[config.mk]
export PLATFORM = sky130hd
export DESIGN_NAME = dec_syndrome_ctrl
export DESIGN_NICKNAME = d
export VERILOG_FILES = /design/src/rtl/dec_syndrome_ctrl.sv
export SDC_FILE = /design/constraint.sdc
export NUM_CORES = 1
export LEC_CHECK = 0
export BUFFER_PORTS_ARGS = -buffer_cell sky130_fd_sc_hd__buf_2
export CAP_MARGIN = 30
export CORE_ASPECT_RATIO = 0.7
export CORE_UTILIZATION = 53
export CTS_BUF_LIST = sky130_fd_sc_hd__clkbuf_16
export CTS_CLUSTER_SIZE = 30
export DETAILED_ROUTE_END_ITERATION = 12
export GPL_TIMING_DRIVEN = 0
export PLACE_DENSITY_LB_ADDON = 0.25
export SLEW_MARGIN = 20
export SYNTH_ARGS = -nofsm -noshare
export SYNTH_HDL_FRONTEND = slang
export SYNTH_SLANG_ARGS = --single-unit
[constraint.sdc]
create_clock -name clk -period 3.7 [get_ports clk]
set_input_delay 1.11 -clock clk [delete_from_list [all_inputs] [get_ports clk]]
set_output_delay 1.11 -clock clk [all_outputs]
set_load 0.1 [all_outputs]
[src/rtl/dec_syndrome_ctrl.sv]
// Sequencing controller for the (16,11) SECDED syndrome multiplier: issues the operand, samples the
// syndrome after MUL_LATENCY cycles, corrects/classifies the error and keeps saturating error counters.
module dec_syndrome_ctrl #(
   parameter int MUL_LATENCY = 0,
   parameter int CNT_W       = 16
) (
   input  logic             clk,
   input  logic             rst,
   input  logic             in_valid,
   output logic             in_ready,
   input  logic [15:0]      codeword_in,
   output logic [15:0]      mul_operand,
   input  logic [4:0]       mul_result,
   output logic             out_valid,
   input  logic             out_ready,
   output logic [10:0]      data_out,
   output logic             err_single,
   output logic             err_double,
   output logic [3:0]       err_pos,
   input  logic             clr_counters,
   output logic [CNT_W-1:0] single_cnt,
   output logic [CNT_W-1:0] double_cnt
);
   localparam int WCW = (MUL_LATENCY > 0) ? $clog2(MUL_LATENCY + 1) : 1;
   localparam logic [WCW-1:0] WAIT_LOAD = WCW'(MUL_LATENCY);

   typedef enum logic [1:0] {IDLE, WAIT, CORR, OUT} state_t;

   state_t         state, state_nxt;
   logic [10:0]    cw_data;
   logic [4:0]     syn;
   logic [WCW-1:0] wait_cnt;
   logic           accept;
   logic [3:0]     col_bit;
   logic [10:0]    flip_mask;
   logic [10:0]    corr_data;
   logic           corr_single;
   logic           corr_double;
   logic [3:0]     corr_pos;

   always_comb begin
      state_nxt = state;
      in_ready  = 1'b0;
      out_valid = 1'b0;
      accept    = 1'b0;
      case (state)
         IDLE: begin
            in_ready = 1'b1;
            accept   = in_valid;
            if (in_valid) state_nxt = WAIT;
         end
         WAIT: if (wait_cnt == '0) state_nxt = CORR;
         CORR: state_nxt = OUT;
         OUT: begin
            out_valid = 1'b1;
            if (out_ready) state_nxt = IDLE;
         end
         default: state_nxt = IDLE;
      endcase
   end

   // Positional syndrome back to bit index; S=0 resolves to the overall parity bit 11.
   always_comb begin
      col_bit = 4'd11;
      case (syn[4:1])
         4'b1111: col_bit = 4'd0;
         4'b0111: col_bit = 4'd1;
         4'b1011: col_bit = 4'd2;
         4'b0011: col_bit = 4'd3;
         4'b1101: col_bit = 4'd4;
         4'b0101: col_bit = 4'd5;
         4'b1001: col_bit = 4'd6;
         4'b1110: col_bit = 4'd7;
         4'b0110: col_bit = 4'd8;
         4'b1010: col_bit = 4'd9;
         4'b1100: col_bit = 4'd10;
         4'b0001: col_bit = 4'd12;
         4'b0010: col_bit = 4'd13;
         4'b0100: col_bit = 4'd14;
         4'b1000: col_bit = 4'd15;
         default: col_bit = 4'd11;
      endcase
      flip_mask   = 11'd1 << col_bit;
      corr_data   = cw_data;
      corr_single = 1'b0;
      corr_double = 1'b0;
      corr_pos    = 4'd0;
      if (syn[0]) begin
         corr_single = 1'b1;
         corr_pos    = col_bit;
         corr_data   = cw_data ^ flip_mask;
      end else if (syn[4:1] != 4'd0) begin
         corr_double = 1'b1;
      end
   end

   always_ff @(posedge clk or posedge rst) begin
      if (rst) begin
         state       <= IDLE;
         mul_operand <= '0;
         cw_data     <= '0;
         syn         <= '0;
         wait_cnt    <= '0;
         data_out    <= '0;
         err_single  <= 1'b0;
         err_double  <= 1'b0;
         err_pos     <= '0;
      end else begin
         state <= state_nxt;
         if (accept) begin
            mul_operand <= codeword_in;
            cw_data     <= codeword_in[10:0];
            wait_cnt    <= WAIT_LOAD;
         end
         if (state == WAIT) begin
            if (wait_cnt == '0) syn <= mul_result;
            else                wait_cnt <= wait_cnt - 1'b1;
         end
         if (state == CORR) begin
            data_out   <= corr_data;
            err_single <= corr_single;
            err_double <= corr_double;
            err_pos    <= corr_pos;
         end
      end
   end

   // Clear wins over a coincident increment.
   always_ff @(posedge clk or posedge rst) begin
      if (rst) begin
         single_cnt <= '0;
         double_cnt <= '0;
      end else if (clr_counters) begin
         single_cnt <= '0;
         double_cnt <= '0;
      end else if (state == CORR) begin
         if (corr_single && (single_cnt != '1)) single_cnt <= single_cnt + 1'b1;
         if (corr_double && (double_cnt != '1)) double_cnt <= double_cnt + 1'b1;
      end
   end
endmodule

==> out/metrics.yaml <==
status: "finished, final reports clean"
area_growth_pct: 23.7
rows: 25
drt_iter0_drc: 119
critPathCaptureType: "output pin"
h-tree-depth: 3
syn_inst: 364
dieArea_sq_mm: 0.00746
cts_hold_buf: 0
hpwl_um: 6420
gr-usage-met3: 0.0536
hold_start: "err_pos[2]"
slew_headroom: 0.486
vias_per_cell: 5.52
layout-drive-gt1-share: 0.302
synth.largest_area_cell: "dfrtp_1"
fin_util: 0.684
cp_num_buf_inv: 2
max_stage_delay_ns: 0.44
cts_tree: "yes"
grt_pass1_vias: 2949
synth-async-reset-ratio: 1.00
synth_cell_types: 54
worst_pin_slew_ns: 0.764
crit_chain: "inv_1 > ha_1 > buf_2"
io_buffers: 92
clk_pin_slew_ns: 0.06
cts_sinks: 73
cp-start-kind: "flip-flop"
dr.pass1.iters: 4
cpLargestDelayFamily: "buffers and inverters"
cts_root_buffer: "clkbuf_16"
antenna_found_initial: 0
yosys_warnings: 0
synth_ff_type: "dfrtp_1"
detail-route-antenna-nets: 0
layout_common_cells: "95 x buf_2, 73 x dfrtp_1, 43 x nor2_1, 20 x mux2_2, 19 x xnor2_1"
cap_violations: 0
final-hold-violation-count: 0
grt_first_pass_wirelength_um: 14200
cp_slowest_cell: "buf_2"
worstReg2RegStart: "syn[1]"
use_met2: 0.381
finalSetupViolations: 0
insertion_delay_ns: 0.32
finalCritPeriodShare: 0.707
wl_per_cell_um: 15.2
finalClockSkew_ns: 0.00762
ys_top_cells_by_area: "dfrtp_1 48%, mux2_2 6.0%, ha_1 4.6%"
crit_arrival_ns: 1.51
initial_core_util: 0.553
grt-busiest-layer: "met2"
gp_congestion: 0.839
setup_ws_ns: 1.08
path_class: "reg -> out"
fp.dieH_um: 72.6
cts_resized: 0
required_ns: 2.59
postCtsSetupRepairBufs: 0
hold_class: "reg -> reg"
finalNetCount: 508
grt_max_degree: 47
period_minus_slack_ns: 2.62
yosysTopAreaCellShare: 0.484
fmax_ghz: 0.382
synth_fp_nets: 404
yosysSeqAreaShare: 0.484
cts_inserted_buffers: 9
stdcell_area_sq_mm: 0.00467
route.detailed.drc: 0
syn_area_sq_mm: 0.00377
startpoint: "state[0]"
track_usage: 0.246
overflow: 0
synth.avg_cell_area_sq_um: 10.4
n_antenna_cell: 0
mostFrequentLayoutCell: "buf_2"
io-pin-count: 93
coreArea_sq_mm: 0.00682
place_area_sq_mm: 0.00438
place_ws_ns: 1.12
use_met1: 0.348
synth_seq_cells: 73
die_w_um: 103
clockBufferDepth: 2
rsz0062_at_grt: "no"
slew_violations: 0
path_max_fanout: 4
vias: 3128
synth_edf_count: 0
routed_wl_um: 8640
==> state kept, by name, indices dropped and copies added (netlist names) <==
| name | flops |
|---|---|
| double_cnt | 16 |
| mul_operand | 16 |
| single_cnt | 16 |
| data_out | 11 |
| syn | 5 |
| err_pos | 4 |
| state | 2 |
| err_double | 1 |
| err_single | 1 |
| wait_cnt | 1 |
==> cell type report <==
class | count | area, sq um
inverter | 11 | 43.8
clock inverter | 7 | 61.3
clock buffer | 9 | 225
tap | 94 | 118
fill | 556 | 2150
buffer | 12 | 52.6
multi-input combinational | 268 | 1850
sequential | 73 | 1830
timing repair buffer | 93 | 488
==> per-layer routing <==
layer | wire, um | vias to the layer above
met5 | 0 | -
met4 | 82 | 0
met3 | 402 | 7
met2 | 4030 | 81
met1 | 4130 | 1529
li1 | - | 1511
==> cell usage after synthesis (2+ instances only) <==
library cell,instances
and2_1,5
and4_1,2
dfrtp_1,73
nand3_1,15
xnor2_1,19
nor3_1,9
mux2_2,20
and3_1,5
nor3b_1,3
inv_1,10
buf_2,3
or2_1,3
ha_1,14
clkbuf_1,8
o21ai_0,15
xor2_1,8
mux2i_1,4
nand3b_1,3
a21oi_1,8
nand2_1,17
a31oi_1,11
a21o_1,2
nor4_1,5
nor2_1,43
nor2b_1,6
or3_1,11
nand4_1,9
o2bb2ai_1,3
a211oi_1,3
nor4b_1,3
==> final timing paths <==
kind | depth (start not counted) | to | slack, ns
setup / recovery | 3 | in_ready | 1.08
hold / removal | 1 | err_pos[2] | 0.49
setup reg to reg | 7 | data_out[5] | 1.41
hold reg to reg | 1 | err_pos[2] | 0.49
max in group asynchronous | 3 | mul_operand[5] | 2.38
min in group asynchronous | 2 | mul_operand[3] | 0.77
==> cell families (layout without fill, tap and decap cells) <==
kind of cell / count (synthesis) / after routing / synth area share
and+or+nand+nor: 149 / 149 / 0.212
xor gates and xnor gates: 27 / 27 / 0.0627
adders and majority gates: 14 / 14 / 0.0465
DFF: 73 / 73 / 0.484
buffers and inverters: 23 / 132 / 0.0249
AOI/OAI and AO/OA: 53 / 53 / 0.0936
muxes: 25 / 25 / 0.0763
==> per-stage QoR <==
stage | cells | TNS, ns | hold WS (ns)
finish | 567 | 0 | 0.489
global route | 567 | 0 | 0.515
CTS | 567 | 0 | 0.489
detailed placement | 551 | 0 | 0.476
global placement | 550 | -11.45 | 0.464
floorplan | 364 | 0 | 0.509
Power is left out: the tool's default activity adds up to more than one toggle a clock period on the data nets, which glitch-free logic cannot reach.
